**src/rtl/fifo_uart_tx_if.sv**
```systemverilog
// Read-side port of a show-ahead FIFO: head word, empty flag, and the pop strobe.
// The FIFO owns empty/data; the consumer owns rdack.
interface fifo_uart_tx_if #(
  parameter int N = 8
) ();
  logic         empty;
  logic [N-1:0] data;
  logic         rdack;

  modport master (output empty, output data, input rdack);
  modport slave  (input empty, input data, output rdack);
endinterface

```
**src/rtl/fifo_uart_tx.sv**
```systemverilog
// Drains a show-ahead FIFO and serialises each word as start + N data bits (LSB first) + stop.
// Frames run back to back while words are available and en is high.
//
// state | meaning
// IDLE  | line idle high, waiting for en && !empty
// START | start bit (low) for DIV cycles
// DATA  | data bit shreg[0] for DIV cycles, N bits
// STOP  | stop bit (high) for DIV cycles, then reload or idle
module fifo_uart_tx #(
  parameter int N   = 8,
  parameter int DIV = 16
) (
  input  logic           clk,
  input  logic           n_reset,
  input  logic           en,
  fifo_uart_tx_if.slave  fifo,
  output logic           tx,
  output logic           busy,
  output logic           done
);

  localparam int DW = (DIV > 1) ? $clog2(DIV) : 1;
  localparam int BW = (N > 1) ? $clog2(N) : 1;
  localparam logic [DW-1:0] DIV_LAST = DW'(DIV - 1);
  localparam logic [BW-1:0] BIT_LAST = BW'(N - 1);

  typedef enum logic [1:0] {IDLE, START, DATA, STOP} state_t;

  state_t        state;
  logic [N-1:0]  shreg;
  logic [N-1:0]  shreg_shr;
  logic [DW-1:0] div_cnt;
  logic [BW-1:0] bit_cnt;
  logic          rdack_q;
  logic          div_last;
  logic          load_ok;

  assign shreg_shr  = shreg >> 1;
  assign div_last   = (div_cnt == DIV_LAST);
  assign load_ok    = en && !fifo.empty;
  assign fifo.rdack = rdack_q;

  always_ff @(posedge clk or negedge n_reset) begin
    if (!n_reset) begin
      state   <= IDLE;
      shreg   <= '0;
      div_cnt <= '0;
      bit_cnt <= '0;
      rdack_q <= 1'b0;
      tx      <= 1'b1;
      busy    <= 1'b0;
      done    <= 1'b0;
    end else begin
      rdack_q <= 1'b0;
      done    <= 1'b0;
      case (state)
        IDLE: begin
          tx   <= 1'b1;
          busy <= 1'b0;
          if (load_ok) begin
            // Word is latched on this edge; the pop lands one edge later.
            shreg   <= fifo.data;
            rdack_q <= 1'b1;
            div_cnt <= '0;
            tx      <= 1'b0;
            busy    <= 1'b1;
            state   <= START;
          end
        end
        START: begin
          if (div_last) begin
            div_cnt <= '0;
            bit_cnt <= '0;
            tx      <= shreg[0];
            state   <= DATA;
          end else begin
            div_cnt <= div_cnt + DW'(1);
          end
        end
        DATA: begin
          if (div_last) begin
            div_cnt <= '0;
            shreg   <= shreg_shr;
            if (bit_cnt == BIT_LAST) begin
              tx    <= 1'b1;
              state <= STOP;
            end else begin
              bit_cnt <= bit_cnt + BW'(1);
              tx      <= shreg_shr[0];
            end
          end else begin
            div_cnt <= div_cnt + DW'(1);
          end
        end
        STOP: begin
          if (div_last) begin
            div_cnt <= '0;
            done    <= 1'b1;
            if (load_ok) begin
              shreg   <= fifo.data;
              rdack_q <= 1'b1;
              tx      <= 1'b0;
              busy    <= 1'b1;
              state   <= START;
            end else begin
              tx    <= 1'b1;
              busy  <= 1'b0;
              state <= IDLE;
            end
          end else begin
            div_cnt <= div_cnt + DW'(1);
          end
        end
        default: begin
          tx    <= 1'b1;
          busy  <= 1'b0;
          state <= IDLE;
        end
      endcase
    end
  end

endmodule

```
**src/flat_wrapper.sv**
```systemverilog
// flat-port wrapper written by rule: the top's interface ports become plain ports
module fifo_uart_tx_flat 
#(
  parameter int N   = 8,
  parameter int DIV = 16
)
  (clk, n_reset, en, tx, busy, done, fifo_empty, fifo_data, fifo_rdack);
  fifo_uart_tx_if #(.N(N)) fifo_i ();
  input  logic clk;
  input  logic n_reset;
  input  logic en;
  output logic tx;
  output logic busy;
  output logic done;
  input wire logic [$bits(fifo_i.empty)-1:0] fifo_empty;
  input wire logic [$bits(fifo_i.data)-1:0] fifo_data;
  output wire logic [$bits(fifo_i.rdack)-1:0] fifo_rdack;
  assign fifo_i.empty = fifo_empty;
  assign fifo_i.data = fifo_data;
  assign fifo_rdack = fifo_i.rdack;
  fifo_uart_tx #(.N(N), .DIV(DIV)) u_core (.clk(clk), .n_reset(n_reset), .en(en), .fifo(fifo_i), .tx(tx), .busy(busy), .done(done));
endmodule
```
**config.mk**
```make
export PLATFORM = sky130hd
export DESIGN_NAME = fifo_uart_tx_flat
export DESIGN_NICKNAME = d
export VERILOG_FILES = /design/src/rtl/fifo_uart_tx_if.sv /design/src/rtl/fifo_uart_tx.sv /design/src/flat_wrapper.sv
export SDC_FILE = /design/constraint.sdc
export NUM_CORES = 1
export LEC_CHECK = 0
export ABC_AREA = 1
export ABC_CLOCK_PERIOD_IN_PS = 2600
export CAP_MARGIN = 20
export CORE_UTILIZATION = 40
export CTS_BUF_LIST = sky130_fd_sc_hd__clkbuf_4
export CTS_CLUSTER_DIAMETER = 40
export DETAILED_ROUTE_END_ITERATION = 10
export PLACE_DENSITY_LB_ADDON = 0.2
export SLEW_MARGIN = 5
export SYNTH_ARGS = -nofsm -noshare
export SYNTH_HDL_FRONTEND = slang
export SYNTH_SLANG_ARGS = --single-unit
```
**constraint.sdc**
```tcl
create_clock -name clk -period 2.6 [get_ports clk]
set_input_delay 0.52 -clock clk [delete_from_list [all_inputs] [get_ports clk]]
set_output_delay 0.52 -clock clk [all_outputs]
set_load 0.01 [all_outputs]
```
# Word-level counts from Yosys, hierarchy flattened
# Cells that the tools add are included.
# W data, S select, Z words.
word_totals:
  regBits: 21
  in_bits: 12
  out_inout_bits: 4
  word_cells: 64
op_classes:
  addsub: 2
  eq_ne: 11
  mux: 31
  n_reduce_logical: 12
ops:
  columns: ["op", "count"]
  rows:
  - ["$mux W8", 3]
  - ["$pmux W8 S3", 1]
  - ["$mux W1", 11]
  - ["$mux W2", 5]
  - ["$ne A2 B1 Y1 const B", 5]
  - ["$mux W3", 3]
  - ["$mux W4", 2]
  - ["$pmux W2 S4", 1]
  - ["$pmux W4 S2", 1]
  - ["$pmux W3 S2", 1]
  - ["$reduce_and A3 Y1", 2]
  - ["$reduce_and A5 Y1", 1]
  - ["$add A4 B1 Y4 const B", 1]
  - ["$eq A2 B2 Y1 const B", 2]
  - ["$eq A4 B4 Y1 const B", 1]
  - ["$pmux W1 S2", 2]
  - ["$pmux W1 S4", 1]
  - ["$reduce_and A4 Y1", 1]
  - ["$reduce_bool A2 Y1", 2]
  - ["$add A3 B1 Y3 const B", 1]
  - ["$eq A3 B3 Y1 const B", 1]
  - ["$reduce_bool A3 Y1", 1]
  - ["$reduce_or A3 Y1", 1]
  - ["$eq A2 B1 Y1 const B", 1]
  - ["other kinds (5)", 5]

# Depth between registers and ports, before layout
depth:
  ltp_word: 5
  depth_mapped: 9
  ltp_nobuf: 8

# Least setup slack after synthesis
# OpenSTA, ideal clock, no wires.
synth_path:
  path_kind: "register to register"
  start: "register u_core.state[0]"
  end: "register u_core.shreg[0]"
  setup_time_ns: 0.120
  arrival_ns: 1.240
  t_required_ns: 2.480
  setup_slack_ns: 1.240
  stages_incl_launch_ff: 10
  path_buffers: 1
  synth_period_minus_slack_ns: 1.360
  path_cell_list: "dfrtp_1 > inv_1 > ha_1 > inv_2 > buf_6 > nand2_2 > nand2_4 > nand3_4 > nand2_1 > nand2_1"
synth_via:
  elab_chain_len: 3
  word_cells_on_any_way: 8
  classes_between: "eq/ne (4); mux (1); reduce/logical (3)"
synth_lines:
  columns: ["element", "line_no", "text"]
  rows:
  - ["start: declaration", "fifo_uart_tx.sv:29", "state_t state;"]
  - ["start signal: assignment", "fifo_uart_tx.sv:45", "state <= IDLE;"]
  - ["start signal: assignment", "fifo_uart_tx.sv:67", "state <= START;"]
  - ["start signal: assignment", "fifo_uart_tx.sv:75", "state <= DATA;"]
  - ["$eq A2 B2 Y1 / $logic_not A2 Y1 (equally long branches)", "fifo_uart_tx.sv:56", "case (state)"]
  - ["$ne A2 B1 Y1 (no line) / $reduce_bool A3 Y1 (equally long branches)", null, null]
  - ["$reduce_and A3 Y1 (no line)", null, null]
  - ["end signal: assignment", "fifo_uart_tx.sv:62", "shreg <= fifo.data;"]
  - ["end signal: assignment", "fifo_uart_tx.sv:83", "shreg <= shreg_shr;"]
  - ["end signal: assignment", "fifo_uart_tx.sv:100", "shreg <= fifo.data;"]
  - ["end: declaration", "fifo_uart_tx.sv:30", "logic [N-1:0] shreg;"]
# Several ways; a longest one is shown, not always the timed one.
# A chain may end at the register's enable or synchronous reset.

# Final worst setup path
layout_path:
  start: "register u_core.tx"
  end: "output tx"
layout_rtl:
  columns: ["element", "line_no", "text"]
  rows:
  - ["start: declaration", "fifo_uart_tx.sv:17", "output logic tx,"]
  - ["start signal: assignment", "fifo_uart_tx.sv:74", "tx <= shreg[0];"]
  - ["start signal: assignment", "fifo_uart_tx.sv:89", "tx <= shreg_shr[0];"]
  - ["end: declaration", "flat_wrapper.sv:12", "output logic tx;"]
# No word-level cell between the ends.

==> out/qor.yml <==
run_status:
  outcome: "finished, final reports clean"
cells_and_area:
  drive_above_1_share: 0.0867
  layout.cell_area.non_filler_um2: 1430
  fill_cells: 271
  layout.nets: 195
  diodes: 0
  final_common_cell: "nand2_1"
  areaGrowthSynthToFinish_pct: 17.5
  final_cell_mix: "nand2_1 (64), dfrtp_1 (20), clkdlybuf4s50_1 (15), inv_1 (11), ha_1 (9)"
hold_path:
  hold_path.class: "flip-flop to flip-flop"
  hold_depth: 2
power:
  ir_drop_uv: 462
  p_leak_nw: 0.743
  finalPower_w: 0.00157
  power.density_nw_per_um2: 1100
clock_tree:
  cts_resized: 0
  cts.clk_slew.worst_paths_ns: 0.11
  root_buffer: "clkbuf_4"
  cts_buffer_depth: 2
  insertion_delay_ns: 0.30
  cts_setup_buffers: 0
  holdBufCountCts: 0
  cts_tree: "yes"
  cts_buffers: 3
  cts_num_sinks: 21
  htree_num_levels: 1
worst_setup_path:
  r2r_cells: 8
  critical_path_buf_inv_count: 1
  path_cells: "clkdlybuf4s50_1"
  startpoint_type: "flip-flop"
  cp-end-kind: "output pin"
  cp_max_fo: 2
  arrival_ns: 1.37
  worstSetupPathDepth: 1
  r2r_slack_ns: 0.99
  cpLargestDelayFamily: "flip-flops"
  path_class: "flip-flop to output pin"
  required_ns: 2.08
  critical_path.max_stage_delay_ns: 0.54
  slowest_stage: "dfstp_2"
global_routing:
  grt-ovfl-total: 0
  grt_first_pass_wirelength_mm: 4.11
  grt_usage: 0.162
  antenna_found_initial: 0
  grt_max_degree: 22
  grt_pass1_vias: 906
synth:
  synth_area_leaders: "dfrtp_1 (41%), nand2_1 (20%), ha_1 (9.3%)"
  ys_seq_area_frac: 0.434
  ys_types: 20
  synth-warning-count: 0
  yosys.area.top_type: "dfrtp_1"
  netlist_area_um2: 1210
  synth-seq-cells: 21
  yosysTopAreaCellShare: 0.412
  syn-num-nets: 176
  synthCells: 155
  synth.avg_cell_area_um2: 7.84
drt:
  antenna_left: 0
  wl_per_cell_um: 11.4
  dr_wl_met3_um: 56
  vias_per_cell: 4.83
  top_layer: "met4"
  drt-pass1-iter-count: 4
  wl_met2_mm: 1.02
  finalWirelength_mm: 2.33
  first_iter_violations: 15
  met1_length_mm: 1.23
  route.detailed.drc: 0
  vias: 985
timing:
  worst_pin_slew_ns: 0.324
  max_freq_ghz: 0.529
  timing.hold.ws_ns: 0.476
  clock_skew_ns: 0.00149
  slew_viol_final: 0
  rsz0062_at_grt: "false"
  min_period_over_period: 0.727
  setup_tns_ns: 0
  min_period_ns: 1.89
  finalSetupViolCount: 0
  hold_viol: 0
  max_slew_margin: 0.784
floorplan:
  row_count: 19
  initial_utilization: 0.433
  die_h_um: 57.1
  die_area_um2: 3260
  coreArea_um2: 2810
  io_pins: 16
  die_w_um: 57.1
placement:
  placed_area_um2: 1400
  routabilityCongestion: 0.747
  dpl.hpwl_mm: 1.70
  numPortBuffers: 15
job:
  max_cap_violations: 0
-- worst paths after layout --
kind / start / end
setup / recovery: u_core.tx$_DFFE_PN1P_ / tx
hold / removal: u_core.tx$_DFFE_PN1P_ / u_core.tx$_DFFE_PN1P_
setup reg to reg: u_core.state[0]$_DFFE_PN0P_ / u_core.state[1]$_DFFE_PN0P_
hold reg to reg: u_core.tx$_DFFE_PN1P_ / u_core.tx$_DFFE_PN1P_
max in group asynchronous: n_reset / u_core.tx$_DFFE_PN1P_
min in group asynchronous: n_reset / u_core.div_cnt[0]$_DFFE_PN0P_
-- flip-flops by register name, summed over array words and instances, names as in the netlist --
name               cells
u_core.bit_cnt         3
u_core.busy            1
u_core.div_cnt         4
u_core.done            1
u_core.fifo.rdack      1
u_core.shreg           8
u_core.state           2
u_core.tx              1
-- kinds of logic after synthesis --
family,Yosys count,synth area share
flip-flops,21,0.434
adder cells (fa/ha/maj),9,0.0927
AND/OR/NAND/NOR,95,0.355
buffers and inverters,16,0.0577
AO/OA/AOI/OAI,14,0.0608
-- through the flow --
step | utilization | std cells | setup WS [ns]
floorplan | - | 155 | 1.24
global placement | 0.498 | 200 | 0.872
detailed placement | 0.498 | 200 | 0.844
CTS | 0.509 | 204 | 0.688
global route | 0.509 | 204 | 0.638
finish | 0.509 | 204 | 0.710
-- synthesized netlist by cell type --
cell type   n
nand2_1    64
dfrtp_1    20
inv_1      11
ha_1        9
nand3_1     8
nand4_1     8
nor2_1      8
o21ai_0     7
a21oi_1     3
nand2_2     3
o21ai_1     3
buf_2       2
nand3_4     2
buf_6       1
clkinv_1    1
dfstp_2     1
inv_2       1
nand2_4     1
o21ai_2     1
or2_0       1
-- final cells by class --
class	instances	area (um^2)	share of cell area
Clock buffer	4	30.0	0.0210
Inverter	13	48.8	0.0342
Multi-Input combinational cell	118	618	0.433
Sequential cell	21	527	0.369
Timing Repair Buffer	17	165	0.116
Tap cell	31	38.8	0.0272
-- layer usage --
metal / vias to the layer above / global-route usage
li1: 534 / -
met1: 437 / 0.244
met2: 10 / 0.232
met3: 4 / 0.0272
met4: 0 / 0.0627
met5: - / 0
-- power breakdown --
group	switching [W]	internal (W)
combinational	0.000521	0.000311
clock	0.0000996	0.0000703
sequential	0.000103	0.000468
No activity file was read; power rests on OpenSTA's default activity.
